<file path="config.mk">
export PLATFORM = sky130hd
export DESIGN_NAME = multi_port_free_list
export DESIGN_NICKNAME = d
export VERILOG_FILES = /design/src/rtl/multi_port_free_list.sv
export SDC_FILE = /design/constraint.sdc
export NUM_CORES = 1
export LEC_CHECK = 0
export ABC_CLOCK_PERIOD_IN_PS = 8050
export CORE_UTILIZATION = 36
export CTS_CLUSTER_DIAMETER = 30
export CTS_CLUSTER_SIZE = 20
export DETAILED_ROUTE_END_ITERATION = 16
export GPL_ROUTABILITY_DRIVEN = 0
export MAX_ROUTING_LAYER = met4
export PLACE_DENSITY = 0.54
export SLEW_MARGIN = 20
export SYNTH_ARGS = -nofsm -noshare
export SYNTH_HDL_FRONTEND = slang
export SYNTH_SLANG_ARGS = --single-unit
</file>
<file path="constraint.sdc">
create_clock -name clk -period 8.05 [get_ports clk]
set_input_delay 1.2075 -clock clk [delete_from_list [all_inputs] [get_ports clk]]
set_output_delay 1.2075 -clock clk [all_outputs]
set_load 0.05 [all_outputs]
</file>
<file path="src/rtl/multi_port_free_list.sv">
// Multi-port circular free list with a self-initialising fill FSM.
// Define RSD_FREE_LIST_CHECKPOINT_EN to add head checkpoint save/restore.
module multi_port_free_list #(
    parameter int ENTRY_NUM       = 64,
    parameter int ENTRY_BIT_WIDTH = 6,
    parameter int POP_WIDTH       = 2,
    parameter int PUSH_WIDTH      = 2,
    parameter int INIT_NUM        = 32,
    parameter int INIT_VALUE_BASE = 32
) (
    input  logic                                 clk,
    input  logic                                 rst,
`ifdef RSD_FREE_LIST_CHECKPOINT_EN
    input  logic                                 ckptSave,
    input  logic                                 ckptRestore,
`endif
    output logic                                 ready,
    output logic                                 canPop,
    input  logic [POP_WIDTH-1:0]                 popReq,
    output logic [POP_WIDTH*ENTRY_BIT_WIDTH-1:0] popData,
    input  logic [PUSH_WIDTH-1:0]                pushReq,
    input  logic [PUSH_WIDTH*ENTRY_BIT_WIDTH-1:0] pushData,
    output logic [$clog2(ENTRY_NUM):0]           count,
    output logic                                 overflow,
    output logic                                 underflow
);
    localparam int IDX_W  = $clog2(ENTRY_NUM);
    localparam int PTR_W  = IDX_W + 1;
    localparam int SUM_W  = PTR_W + 1;
    localparam int INIT_W = $clog2(INIT_NUM + 1);

    typedef enum logic {S_INIT, S_READY} state_t;
    state_t r_state, w_stateNext;

    logic [ENTRY_BIT_WIDTH-1:0] r_mem [ENTRY_NUM];
    logic [PTR_W-1:0]  r_head, r_tail, w_headNext, w_tailNext;
    logic [INIT_W-1:0] r_initCnt, w_initCntNext;
    logic              r_ready, r_overflow, r_underflow, w_ovfNext, w_unfNext;
    logic [SUM_W-1:0]  w_nPop, w_nPush, w_count, w_cntAfterPop, w_pushOff;
    logic              w_popOk, w_pushOk;
    int                w_initRem, w_nInit;
    logic [PUSH_WIDTH-1:0]      w_wrEn;
    logic [IDX_W-1:0]           w_wrIdx  [PUSH_WIDTH];
    logic [ENTRY_BIT_WIDTH-1:0] w_wrData [PUSH_WIDTH];
    logic [IDX_W-1:0]           w_rdIdx  [POP_WIDTH];
`ifdef RSD_FREE_LIST_CHECKPOINT_EN
    logic [PTR_W-1:0]  r_ckptHead, w_ckptNext;
`endif

    assign w_count   = SUM_W'(PTR_W'(r_tail - r_head));
    assign count     = PTR_W'(w_count);
    assign canPop    = (w_count >= SUM_W'(POP_WIDTH));
    assign ready     = r_ready;
    assign overflow  = r_overflow;
    assign underflow = r_underflow;

    // A requesting lane reads the slot matching its rank among set lanes,
    // so sparse masks still consume entries in order from head.
    always_comb begin
        w_nPop  = '0;
        popData = '0;
        for (int k = 0; k < POP_WIDTH; k++) begin
            w_rdIdx[k] = popReq[k] ? IDX_W'(r_head + PTR_W'(w_nPop))
                                   : IDX_W'(r_head + PTR_W'(k));
            popData[k*ENTRY_BIT_WIDTH +: ENTRY_BIT_WIDTH] = r_mem[w_rdIdx[k]];
            if (popReq[k]) w_nPop = w_nPop + SUM_W'(1);
        end
        w_nPush = '0;
        for (int k = 0; k < PUSH_WIDTH; k++)
            if (pushReq[k]) w_nPush = w_nPush + SUM_W'(1);
    end

    always_comb begin
        w_stateNext   = r_state;
        w_headNext    = r_head;
        w_tailNext    = r_tail;
        w_initCntNext = r_initCnt;
        w_ovfNext     = r_overflow;
        w_unfNext     = r_underflow;
        w_popOk       = 1'b0;
        w_pushOk      = 1'b0;
        w_cntAfterPop = '0;
        w_pushOff     = '0;
        w_initRem     = INIT_NUM - int'(r_initCnt);
        w_nInit       = 0;
        w_wrEn        = '0;
`ifdef RSD_FREE_LIST_CHECKPOINT_EN
        w_ckptNext    = r_ckptHead;
`endif
        for (int k = 0; k < PUSH_WIDTH; k++) begin
            w_wrIdx[k]  = '0;
            w_wrData[k] = '0;
        end
        unique case (r_state)
            S_INIT: begin
                for (int k = 0; k < PUSH_WIDTH; k++) begin
                    if (k < w_initRem) begin
                        w_wrEn[k]   = 1'b1;
                        w_wrIdx[k]  = IDX_W'(r_tail + PTR_W'(k));
                        w_wrData[k] = ENTRY_BIT_WIDTH'(INIT_VALUE_BASE
                                      + int'(r_initCnt) + k);
                        w_nInit     = w_nInit + 1;
                    end
                end
                w_tailNext    = r_tail + PTR_W'(w_nInit);
                w_initCntNext = r_initCnt + INIT_W'(w_nInit);
                if (w_initRem <= PUSH_WIDTH) w_stateNext = S_READY;
            end
            S_READY: begin
                w_popOk    = (w_nPop <= w_count);
                w_headNext = w_popOk ? r_head + PTR_W'(w_nPop) : r_head;
                w_unfNext  = r_underflow | ~w_popOk;
`ifdef RSD_FREE_LIST_CHECKPOINT_EN
                if (ckptRestore) begin
                    w_headNext = r_ckptHead;
                    w_unfNext  = r_underflow;
                end else if (ckptSave) begin
                    w_ckptNext = w_headNext;
                end
`endif
                w_cntAfterPop = SUM_W'(PTR_W'(r_tail - w_headNext));
                w_pushOk = (w_cntAfterPop + w_nPush) <= SUM_W'(ENTRY_NUM);
                if (w_pushOk) begin
                    for (int k = 0; k < PUSH_WIDTH; k++) begin
                        if (pushReq[k]) begin
                            w_wrEn[k]   = 1'b1;
                            w_wrIdx[k]  = IDX_W'(r_tail + PTR_W'(w_pushOff));
                            w_wrData[k] = pushData[k*ENTRY_BIT_WIDTH +: ENTRY_BIT_WIDTH];
                            w_pushOff   = w_pushOff + SUM_W'(1);
                        end
                    end
                    w_tailNext = r_tail + PTR_W'(w_nPush);
                end else begin
                    w_ovfNext = 1'b1;
                end
            end
        endcase
    end

    always_ff @(posedge clk) begin
        if (rst) begin
            r_state     <= S_INIT;
            r_head      <= '0;
            r_tail      <= '0;
            r_initCnt   <= '0;
            r_ready     <= 1'b0;
            r_overflow  <= 1'b0;
            r_underflow <= 1'b0;
`ifdef RSD_FREE_LIST_CHECKPOINT_EN
            r_ckptHead  <= '0;
`endif
        end else begin
            r_state     <= w_stateNext;
            r_head      <= w_headNext;
            r_tail      <= w_tailNext;
            r_initCnt   <= w_initCntNext;
            r_ready     <= (w_stateNext == S_READY);
            r_overflow  <= w_ovfNext;
            r_underflow <= w_unfNext;
`ifdef RSD_FREE_LIST_CHECKPOINT_EN
            r_ckptHead  <= w_ckptNext;
`endif
        end
    end

    // Storage has no reset; the init FSM fills it after every reset.
    always_ff @(posedge clk) begin
        for (int k = 0; k < PUSH_WIDTH; k++)
            if (w_wrEn[k]) r_mem[w_wrIdx[k]] <= w_wrData[k];
    end
endmodule

</file>
==> results.cfg <==
[clocking]
cts_buffers = 109
cts_tree = done
clock-root-buffer = clkbuf_16
cts_max_path_buffers = 3
htree_levels = 3
holdBufCountCts = 0
worstSkewPairLatency_ns = 0.66
clk_pin_slew_worst_paths_ns = 0.04
cts_num_sinks = 413

[route]
first_pass_iters = 6
viasPerCell = 6.15
drt_iter0_drc = 2191
wl_per_cell_microns = 31.0
vias = 17800
drc = 0
wl_microns = 89900
ant_nets = 0

[timing]
setup_violations = 0
post-route-period-util_pct = 94.9
slew_headroom_pct = 23.5
worst_pin_slew_ns = 1.15
hold_viol_final = 0
max_freq_mhz = 131
whs_ns = 0.468
rsz0062_at_grt = false
setup_tns_ns = 0
fin_skew_ns = 0.0232
drv_slew = 0
period_needed_ns = 7.64

[synthesis]
synth-xor-area-share_pct = 1.24
synth_adder_area_share_pct = 2.08
synthArstFlopShare_pct = 0
ys_seq_elements = 413
ys_warn_count = 0
synth-simple-area-share_pct = 5.33
ys_seq_area_share_pct = 46.3
synthFlopType = edfxtp_1
synth_edf_count = 384
synthMuxAreaShare_pct = 36.7
synth_compound_area_share_pct = 4.66
avgSynthCellArea_sq_um = 14.8
synth_top_family_by_area = multiplexers
post_synth_inst_count = 1774
syn_area_sq_um = 26200
synth_fp_nets = 1832
yosysUniqueCellTypes = 79

[run_status]
status = complete, no violations

[setup_path]
arrival_ns = 7.91
critical_path_required_ns = 8.32
cp-end-kind = flip-flop
cp-start-kind = flip-flop
r2r_slack_ns = 0.41
r2r_cells = 25
path_buf_inv = 5
critPathMaxStageDelay_ns = 0.73
path_delay_family = simple AND/OR/NAND/NOR gates
r2r-start = r_tail[0]
critPathSlowestCell = o21ai_0
critPathMostFrequentCell = buf_4
path_max_fanout = 13
critPathKind = flip-flop to flip-flop
r2r_end = r_mem[39][4]

[global_route]
grt_pass1_wl_microns = 130000
grt_max_degree = 97
grt_overflow = 0
grt_pass1_vias = 17695
antenna_found_initial = 3
grt_usage_pct = 25.1

[worst_hold_path]
hold_class = flip-flop to flip-flop
holdPathStages = 2
holdPathEnd = overflow
hold_path.startpoint = overflow

[finish]
final_core_util_pct = 44.8
nets = 1903
final_cells = 2894
syn_to_final_growth_pct = 22.7
final_layout_size_suffix_gt1_share_pct = 33.0
multi_input_area_sq_um = 13200
n_fill_cell = 6303
layout.area.seq_sq_um = 12100

[die]
rows = 98
io_pins = 41
start_util_pct = 36.5
die_w_microns = 272
dieArea_sq_um = 73800
die_height_microns = 272
core_region_area_sq_um = 71700

[pwr]
power_mw = 7.68
power_frac_clock_pct = 61.9
p_leak_nw = 11.6
netSwitchingFraction_pct = 23.2
vdd_ir_drop_max_uv = 199
power_frac_comb_pct = 7.0
power_density_nw_per_um2 = 239
netSwitchingPower_mw = 1.78
p_seq_share_pct = 31.1
p_int_mw = 5.90

[placement]
io_buffers = 40
dp.cells = 2684
hpwl_microns = 59100

[job]
drv_cap = 0
## cell type report
class,instances,share of cell area (%)
multi-input combinational,1134,41.0
sequential,413,37.7
clock buffer,120,8.90
timing repair buffer,157,4.68
tap,950,3.70
clock inverter,87,3.66
inverter,30,0.350
antenna,3,0.0234
## power groups by stage
stage                     combinational (mW)  clock [mW]  sequential (mW)
after floorplan                        0.348           0             2.41
after global placement                 0.530           0             2.42
after detailed placement               0.533           0             2.42
after CTS                              0.536        4.79             2.38
after global routing                   0.568        4.91             2.39
final                                  0.540        4.75             2.38
## Yosys cell counts (all sizes together) (5+ instances only)
library cell | n | area (sq um)
nor2 | 54 | 223
nand3 | 22 | 110
nand4 | 6 | 37.5
o21a | 7 | 52.6
nor2b | 6 | 37.5
ha | 34 | 425
o22ai | 5 | 31.3
nand2b | 12 | 75.1
mux2i | 389 | 3900
a21oi | 30 | 173
nor3 | 20 | 150
dfxtp | 29 | 581
mux4 | 252 | 5680
or3 | 10 | 67.6
o21bai | 30 | 225
inv | 29 | 109
and2 | 34 | 213
xor2 | 13 | 114
buf | 57 | 338
edfxtp | 384 | 11500
fa | 6 | 120
a22oi | 14 | 150
xnor2 | 24 | 210
a211oi | 6 | 62.6
clkbuf | 140 | 526
o21ai | 44 | 220
nand2 | 54 | 273
## what timing repair did
item,4_1_cts,5_1_grt
setup endpoints to repair,0,18
buffers inserted,0,0
resized for setup,0,3
## tightest hold or removal path, cell delays in order, from the launching register on
cell and delay, ns:
dfxtp_1 0.31, inv_1 0.05, a21oi_1 0.05
## layer usage
metal / vias up / track usage (%) / share of wire [%]
met5: - / - / 0
met4: 0 / 7.54 / 2.4
met3: 128 / 4.50 / 8.7
met2: 1006 / 38.6 / 48
met1: 9364 / 33.8 / 41
li1: 7302 / - / -
## registers in the layout (all words and copies together), names as in the netlist, named ones only
signal	count
r_tail	7
underflow	1
ready	1
r_head	7
overflow	1
r_mem	384
r_initCnt	6
## worst max path at each step
| stage | from | to | slack [ns] | depth (start not counted) |
|---|---|---|---|---|
| global placement | popReq[0] | r_mem[51][1] | 0.05 | 22 |
| floorplan | r_head[2] | r_mem[0][0] | 0.98 | 26 |
| detailed placement | popReq[0] | r_mem[20][3] | -0.01 | 22 |
| CTS | r_tail[0] | r_mem[20][3] | 0.43 | 25 |
| finish | r_tail[0] | r_mem[39][4] | 0.41 | 25 |
| global route | r_tail[0] | r_mem[39][4] | 0.0009 | 23 |
## cells by family after synthesis
logic type / after synthesis
AOI/OAI and AO/OA: 169
xor gates and xnor gates: 37
adders and majority gates: 40
buffers and inverters: 227
DFF: 413
muxes: 644
and+or+nand+nor: 244
## cells in the final DEF, fill, tap and decap left out, types with 22 or more instances in the layout
cell type | netlist | layout
mux2i_1 | 388 | 388
edfxtp_1 | 384 | 384
mux4_2 | 252 | 252
clkbuf_16 | 0 | 111
buf_4 | 25 | 99
nor2_1 | 48 | 48
clkdlybuf4s50_1 | 0 | 40
o21ai_0 | 43 | 36
and2_1 | 34 | 34
ha_1 | 34 | 32
inv_1 | 29 | 29
o21bai_1 | 30 | 29
nand2_2 | 28 | 28
a21oi_1 | 26 | 26
nand2_1 | 26 | 26
dfxtp_1 | 29 | 26
bufinv_16 | 0 | 24
nand3_1 | 22 | 22
## metrics by stage
step	setup WS [ns]	instance area, sq um
floorplan	0.979	26200
global placement	0.0461	28100
detailed placement	-0.0108	28100
CTS	0.430	32100
global route	0.000936	32100
finish	0.410	32100
Power figures use the tool's default switching activity.
